**src/rtl/sipo_rx_if.sv**
```systemverilog
// Signal bundle between the serial line side and the UART receiver.
// The receiver takes the slave modport; the line driver / consumer side takes master.
interface sipo_rx_if;
   logic       data_in;
   logic [1:0] parity_type;
   logic [7:0] data_out;
   logic       rx_active;
   logic       rx_done;
   logic       parity_error;
   logic       stop_error;

   modport master (
      output data_in, parity_type,
      input  data_out, rx_active, rx_done, parity_error, stop_error
   );

   modport slave (
      input  data_in, parity_type,
      output data_out, rx_active, rx_done, parity_error, stop_error
   );
endinterface

```
**src/rtl/sipo_rx.sv**
```systemverilog
// Oversampling UART receiver for the 11-bit piso frame (start, D0..D7, parity, stop).
// Samples each bit at mid-period, checks parity/stop and strobes rx_done for one cycle.
module sipo_rx #(
   parameter int OVERSAMPLE = 16
) (
   input logic      clk,
   input logic      rst,
   sipo_rx_if.slave bus
);
   localparam int TW = $clog2(OVERSAMPLE);
   localparam logic [TW-1:0] HALF_LAST = TW'(OVERSAMPLE / 2 - 1);
   localparam logic [TW-1:0] FULL_LAST = TW'(OVERSAMPLE - 1);

   typedef enum logic [2:0] {IDLE, START, DATA, PARITY, STOP} state_t;

   state_t        state, state_next;
   logic          rx_meta, rx_s;
   logic [TW-1:0] tick;
   logic [2:0]    bit_idx;
   logic [7:0]    shift_reg;
   logic [1:0]    par_mode;
   logic          par_err_pend;
   logic          armed;
   logic          sample;
   logic [7:0]    data_q;
   logic          done_q, perr_q, serr_q;

   always_ff @(posedge clk or posedge rst) begin
      if (rst) begin
         rx_meta <= 1'b1;
         rx_s    <= 1'b1;
      end else begin
         rx_meta <= bus.data_in;
         rx_s    <= rx_meta;
      end
   end

   always_ff @(posedge clk or posedge rst) begin
      if (rst) state <= IDLE;
      else     state <= state_next;
   end

   // armed blocks re-triggering on a line still low after a break frame
   always_comb begin
      state_next = state;
      sample     = 1'b0;
      case (state)
         IDLE: begin
            if (!rx_s && armed) state_next = START;
         end
         START: begin
            if (tick == HALF_LAST) begin
               sample     = 1'b1;
               state_next = rx_s ? IDLE : DATA;
            end
         end
         DATA: begin
            if (tick == FULL_LAST) begin
               sample = 1'b1;
               if (bit_idx == 3'd7) state_next = PARITY;
            end
         end
         PARITY: begin
            if (tick == FULL_LAST) begin
               sample     = 1'b1;
               state_next = STOP;
            end
         end
         STOP: begin
            if (tick == FULL_LAST) begin
               sample     = 1'b1;
               state_next = IDLE;
            end
         end
         default: state_next = IDLE;
      endcase
   end

   always_ff @(posedge clk or posedge rst) begin
      if (rst) begin
         tick         <= '0;
         bit_idx      <= 3'd0;
         shift_reg    <= 8'h00;
         par_mode     <= 2'b00;
         par_err_pend <= 1'b0;
         armed        <= 1'b1;
         data_q       <= 8'h00;
         done_q       <= 1'b0;
         perr_q       <= 1'b0;
         serr_q       <= 1'b0;
      end else begin
         done_q <= 1'b0;
         if (state == IDLE) tick <= '0;
         else               tick <= sample ? '0 : tick + 1'b1;

         case (state)
            IDLE: begin
               if (rx_s) armed <= 1'b1;
            end
            START: begin
               if (sample && !rx_s) begin
                  par_mode <= bus.parity_type;
                  bit_idx  <= 3'd0;
               end
            end
            DATA: begin
               if (sample) begin
                  shift_reg <= {rx_s, shift_reg[7:1]};
                  bit_idx   <= bit_idx + 3'd1;
               end
            end
            PARITY: begin
               if (sample) begin
                  case (par_mode)
                     2'b01:   par_err_pend <= ~(^{shift_reg, rx_s});
                     2'b10:   par_err_pend <= ^{shift_reg, rx_s};
                     default: par_err_pend <= 1'b0;
                  endcase
               end
            end
            STOP: begin
               if (sample) begin
                  data_q <= shift_reg;
                  perr_q <= par_err_pend;
                  serr_q <= ~rx_s;
                  done_q <= 1'b1;
                  armed  <= rx_s;
               end
            end
            default: ;
         endcase
      end
   end

   assign bus.data_out     = data_q;
   assign bus.rx_done      = done_q;
   assign bus.parity_error = perr_q;
   assign bus.stop_error   = serr_q;
   assign bus.rx_active    = (state != IDLE);
endmodule
```
**src/flat_wrapper.sv**
```systemverilog
// flat-port wrapper written by rule: the top's interface ports become plain ports
module sipo_rx_flat 
#(
   parameter int OVERSAMPLE = 16
)
  (clk, rst, bus_data_in, bus_parity_type, bus_data_out, bus_rx_active, bus_rx_done, bus_parity_error, bus_stop_error);
  sipo_rx_if bus_i ();
  input logic clk;
  input logic rst;
  input wire logic [$bits(bus_i.data_in)-1:0] bus_data_in;
  input wire logic [$bits(bus_i.parity_type)-1:0] bus_parity_type;
  output wire logic [$bits(bus_i.data_out)-1:0] bus_data_out;
  output wire logic [$bits(bus_i.rx_active)-1:0] bus_rx_active;
  output wire logic [$bits(bus_i.rx_done)-1:0] bus_rx_done;
  output wire logic [$bits(bus_i.parity_error)-1:0] bus_parity_error;
  output wire logic [$bits(bus_i.stop_error)-1:0] bus_stop_error;
  assign bus_i.data_in = bus_data_in;
  assign bus_i.parity_type = bus_parity_type;
  assign bus_data_out = bus_i.data_out;
  assign bus_rx_active = bus_i.rx_active;
  assign bus_rx_done = bus_i.rx_done;
  assign bus_parity_error = bus_i.parity_error;
  assign bus_stop_error = bus_i.stop_error;
  sipo_rx #(.OVERSAMPLE(OVERSAMPLE)) u_core (.clk(clk), .rst(rst), .bus(bus_i));
endmodule
```
**config.mk**
```make
export PLATFORM = sky130hd
export DESIGN_NAME = sipo_rx_flat
export DESIGN_NICKNAME = d
export VERILOG_FILES = /design/src/rtl/sipo_rx_if.sv /design/src/rtl/sipo_rx.sv /design/src/flat_wrapper.sv
export SDC_FILE = /design/constraint.sdc
export NUM_CORES = 1
export LEC_CHECK = 0
export CAP_MARGIN = 20
export CELL_PAD_IN_SITES_DETAIL_PLACEMENT = 1
export CELL_PAD_IN_SITES_GLOBAL_PLACEMENT = 1
export CORE_UTILIZATION = 40
export CTS_CLUSTER_SIZE = 12
export DETAILED_ROUTE_END_ITERATION = 16
export PLACE_DENSITY = 0.83
export RECOVER_POWER = 25
export SLEW_MARGIN = 40
export SYNTH_ARGS = -nofsm -noshare
export SYNTH_HDL_FRONTEND = slang
export SYNTH_SLANG_ARGS = --single-unit
```
**constraint.sdc**
```tcl
create_clock -name clk -period 1.67 [get_ports clk]
set_input_delay 0.334 -clock clk [delete_from_list [all_inputs] [get_ports clk]]
set_output_delay 0.334 -clock clk [all_outputs]
set_load 0.02 [all_outputs]
```
=== Yosys cells after proc, flatten, opt, wreduce, memory -nomap -nowiden ===
Index checks and enable logic that the tools add are counted.
Widths: inputs -> output; s select.

* $add $sub $neg: 2
* Equality and inequality tests: 19
* Reduce and logical (&&, ||, !) cells: 16
* Bitwise logic cells: 2
* Mux-type cells: 22

{| class="wikitable"
|+ Operator list
! operator !! count
|-
| $mux 3 || 8
|-
| $ne 2x1->1 const B || 10
|-
| $pmux 3 s5 || 1
|-
| $reduce_xor 9->1 || 1
|-
| $mux 4 || 2
|-
| $reduce_and 2->1 || 4
|-
| $eq 3x2->1 const B || 2
|-
| $eq 3x3->1 const B || 2
|-
| $mux 1 || 6
|-
| $pmux 1 s2 || 3
|-
| $pmux 3 s2 || 1
|-
| $reduce_and 3->1 || 2
|-
| $reduce_and 6->1 || 1
|-
| $add 4x1->4 const B || 1
|-
| $eq 4x3->1 const B || 1
|-
| $eq 4x4->1 const B || 1
|-
| $reduce_bool 2->1 || 2
|-
| $add 3x1->3 const B || 1
|-
| $eq 3x1->1 const B || 1
|-
| $logic_not 3->1 || 1
|-
| $reduce_bool 3->1 || 1
|-
| $reduce_or 3->1 || 1
|-
| $eq 2x1->1 const B || 1
|-
| $eq 2x2->1 const B || 1
|-
| 4 further kinds || 6
|}

* Flip-flop bits (word level): 35
* Output and inout port bits: 12

=== Logic depth before layout (Yosys ltp) ===
* Depth in word-level cells: 6
* Depth in mapped cells: 7

=== Worst setup path before layout ===
No wires, ideal clock.

* Path type: register -> register
* From: register u_core.tick[0]
* To: register u_core.shift_reg[0]
* Arrival: 1.586 ns
* Path slack: -0.040 ns
* Stages on the path, launching flop included: 7
* Required time: 1.545 ns
* Buffers on the path: 1
* Cells stage by stage: dfrtp_1 ha_1 and3_1 nand3b_1 nor2_1 buf_4 mux2_2

* Word-level cells in the longest chain between the ends: 4

{| class="wikitable"
|+ RTL lines
! what !! RTL line !! RTL
|-
| start, declared || sipo_rx.sv:18 || <nowiki>logic [TW-1:0] tick;</nowiki>
|-
| start signal, assigned || sipo_rx.sv:94 || <nowiki>else tick <= sample ? '0 : tick + 1'b1;</nowiki>
|-
| $eq 4x4->1 / $eq 4x3->1 (equally long branches) || -- ||
|-
| $mux 1 (on tied branches) || -- ||
|-
| $pmux 1 s2 * || sipo_rx.sv:47 || <nowiki>case (state)</nowiki>
|-
| $reduce_and 2->1 (no source line) * || -- ||
|-
| end signal, assigned || sipo_rx.sv:108 || <nowiki>shift_reg <= {rx_s, shift_reg[7:1]};</nowiki>
|-
| end, declared || sipo_rx.sv:20 || <nowiki>logic [7:0] shift_reg;</nowiki>
|}

Every way passes the cells marked *; elsewhere a longest branch is shown, timed or not.
A chain may end at the register's enable or synchronous reset.

=== Final worst setup path ===
* From: register u_core.tick[1]
* To: register u_core.shift_reg[5]

The elaborated chain is that of the path after synthesis.

==> results.yml <==
drt:
  detailroute.wirelength.met2_mm: 1.78
  route.top_layer_used: "met4"
  viasPerCell: 5.19
  met3RoutedLength_um: 136
  drt_pass1_iterations: 4
  detail_route.wirelength_mm: 3.47
  wl_met1_mm: 1.45
  detail_route.drc_violations: 0
  dr_vias: 1059
  detail_route.iter0.violations: 32
  routed_wire_length_per_instance_um: 17.0
  drtAntennaViolNets: 0
finish:
  final_design_area_no_fill_sq_mm: 0.00197
  layout-drive-gt1-share: 0.323
  total_nets_final: 165
  layout_commonest_cell: "dfrtp_1"
  layoutNonFillerInstCount: 204
  mostFrequentLayoutCells: "dfrtp_1 (32), mux2_2 (17), clkdlybuf4s50_1 (13), buf_4 (13), nand2_1 (12)"
  area.growth.synth_to_final_pct: 31.3
  antennaDiodeCount: 0
synthesis:
  yosys_register_bits: 35
  ys_seq_area_frac: 0.585
  postSynth.asyncResetShare: 1.00
  synth.avg_cell_area_sq_um: 12.3
  synth.net_count: 130
  ys_types: 27
  synth_top_area_share: 0.533
  post_synthesis_cell_type_with_the_largest_combined_area: "dfrtp_1"
  edff_count_synth: 0
  synth.yosys.warnings: 0
  synth_top_cells_by_area: "dfrtp_1 (53%), mux2_2 (13%), dfstp_2 (5.2%)"
  synthFlopType: "dfrtp_1"
  synthesis.area_sq_mm: 0.00150
  post_synth_inst_count: 122
timing:
  final_max_slew_viol_count: 0
  finalClockSkew_ns: 0.00706
  final_critical_path_setup_slack_ns: -0.0570
  setup_tns_ns: -0.352
  timing.final.setup_violations: 8
  final_hold_viol_count: 0
  final_period_minus_worst_setup_slack_ns: 1.73
  post-route-period-util: 1.03
  finalHoldWorstSlack_ns: 0.347
  fmaxAchievable_ghz: 0.579
  timing.max_slew.rel_slack: 0.423
  grt_setup_unrepaired: "yes"
  worst_pin_slew_ns: 0.865
pwr:
  power_switching_share: 0.307
  cell_internal_pwr_w: 0.00168
  share_clk_of_total_power: 0.281
  power.density_mw_per_mm2: 1230
  combinationalPowerShare: 0.281
  max-vdd-ir-drop_mv: 0.689
  seq_power_share: 0.438
  total_switching_power_w: 0.000742
  p_leak_nw: 0.960
worst_setup_path:
  critical_path.top_delay_family: "simple AND/OR/NAND/NOR gates"
  cp_max_fo: 8
  ff2ff_path_depth: 6
  cp.buffers_inverters: 1
  critPathRequiredTime_ns: 1.84
  worst_path_cell_trace: "ha_2 -> and3_4 -> nand3b_1 -> nor2_4 -> buf_12 -> mux2_2"
  timing.critical_path.slowest_cell_delay_ns: 0.37
  critical_path.startpoint: "u_core.tick[1]"
  setup_crit_path_kind: "reg -> reg"
  timing.critical_path.to_type: "flop"
  crit_slowest_cell: "dfrtp_1"
  setup.worst_path.start_class: "flop"
  crit_cells: 6
  setup.worst_path.end: "u_core.shift_reg[5]"
  critPathArrivalTime_ns: 1.90
  timing.reg2reg.setup_slack_ns: -0.06
  worst_r2r_startpoint: "u_core.tick[1]"
  worstReg2RegEnd: "u_core.shift_reg[5]"
clocking:
  cts.htree.levels: 2
  cts_tree: "done"
  numCtsBuffers: 5
  cts.sink_count: 35
  cts.reportedPaths.clkPinSlew_ns: 0.07
  clockRootBuffer: "clkbuf_8"
  post_cts_hold_buffer_count: 0
  cts-root-to-sink-buffers: 2
  clkLatencyLatePin_ns: 0.29
die:
  die_h_um: 63.3
  rows: 21
  dieArea_sq_mm: 0.00401
  design.core.area_sq_mm: 0.00347
  floorplan.die.width_um: 63.3
  io_pins: 17
  effective_utilization_at_floorplan: 0.433
outcome:
  run_status: "finished with violations"
  failed_checks: "setup timing"
place:
  portBuffers: 16
  detailed_place_hpwl_mm: 2.26
  gp_weighted_congestion: 0.836
  dp.cells: 193
  placedInstanceArea_sq_mm: 0.00183
run:
  drv.max_cap_violation_count: 0
global_route:
  globalRoute.totalOverflow: 0
  gr-usage-all-layers: 0.201
  vias_in_the_first_global_route: 1208
  grt_antenna_before_repair: 0
  wire_length_of_the_first_global_routing_pass_mm: 5.86
  maximum_number_of_pins_on_one_net_before_global_route_repair: 36
min_path:
  hp-class: "reg -> reg"
[cells by family after synthesis]
kind of cell | synth area share
XOR/XNOR | 0.0674
multiplexers | 0.148
AND/OR/NAND/NOR | 0.103
adder cells (fa/ha/maj) | 0.0250
buffers and inverters | 0.0233
flip-flops | 0.585
AO/OA/AOI/OAI | 0.0475
[per-layer routing]
| layer | vias to the layer above | global-route usage |
|---|---|---|
| li1 | 485 | - |
| met5 | - | 0 |
| met4 | 0 | 0.122 |
| met1 | 536 | 0.216 |
| met3 | 12 | 0.0779 |
| met2 | 26 | 0.333 |
[area by class of cell]
| cell class | instances | area, sq um |
|---|---|---|
| clock buffers | 8 | 100 |
| fillers | 384 | 1500 |
| inverters | 4 | 15.0 |
| multi-input cells | 79 | 623 |
| flip-flops and latches | 35 | 880 |
| well taps | 46 | 57.6 |
| repair buffers | 32 | 298 |
[cell usage after synthesis, drive strengths merged, types with 3 or more instances]
cell type  instances
dfstp              3
dfrtp             32
nand2             12
xnor2              5
nor2               8
mux2              18
o21ai              5
a21oi              3
xor2               4
inv                4
ha                 3
nand3              7
[power by group through the flow]
stage	Combinational (W)	Sequential (W)	Clock [W]
floorplan	0.000348	0.00108	0
global placement	0.000543	0.00106	0
detailed placement	0.000596	0.00107	0
CTS	0.000607	0.00106	0.000695
global route	0.000770	0.00107	0.000725
finish	0.000682	0.00106	0.000680
[metrics by stage]
stage | util | setup WS [ns] | total power [W]
after global routing | 0.569 | -0.101 | 0.00257
after CTS | 0.558 | 0.00820 | 0.00236
after global placement | 0.526 | 0.0418 | 0.00161
after detailed placement | 0.526 | -0.00116 | 0.00167
after floorplan | - | 0.0199 | 0.00143
final | 0.569 | -0.0570 | 0.00242
[worst min path at each step]
stage | start | end | slack [ns] | cells after the start
after detailed placement | u_core.rx_meta | u_core.rx_s | 0.35 | 0
after CTS | u_core.rx_meta | u_core.rx_s | 0.35 | 0
after global routing | u_core.rx_meta | u_core.rx_s | 0.36 | 0
after floorplan | bus_data_in | u_core.rx_meta | 0.34 | 0
final | u_core.rx_meta | u_core.rx_s | 0.35 | 0
after global placement | u_core.rx_meta | u_core.rx_s | 0.35 | 0
[timing repair]
action,4_1_cts,5_1_grt
pin swaps,0,3
resized for setup,5,7
setup buffers,0,3
endpoints found under the setup margin,9,17
No activity file was read; power rests on OpenSTA's default activity.
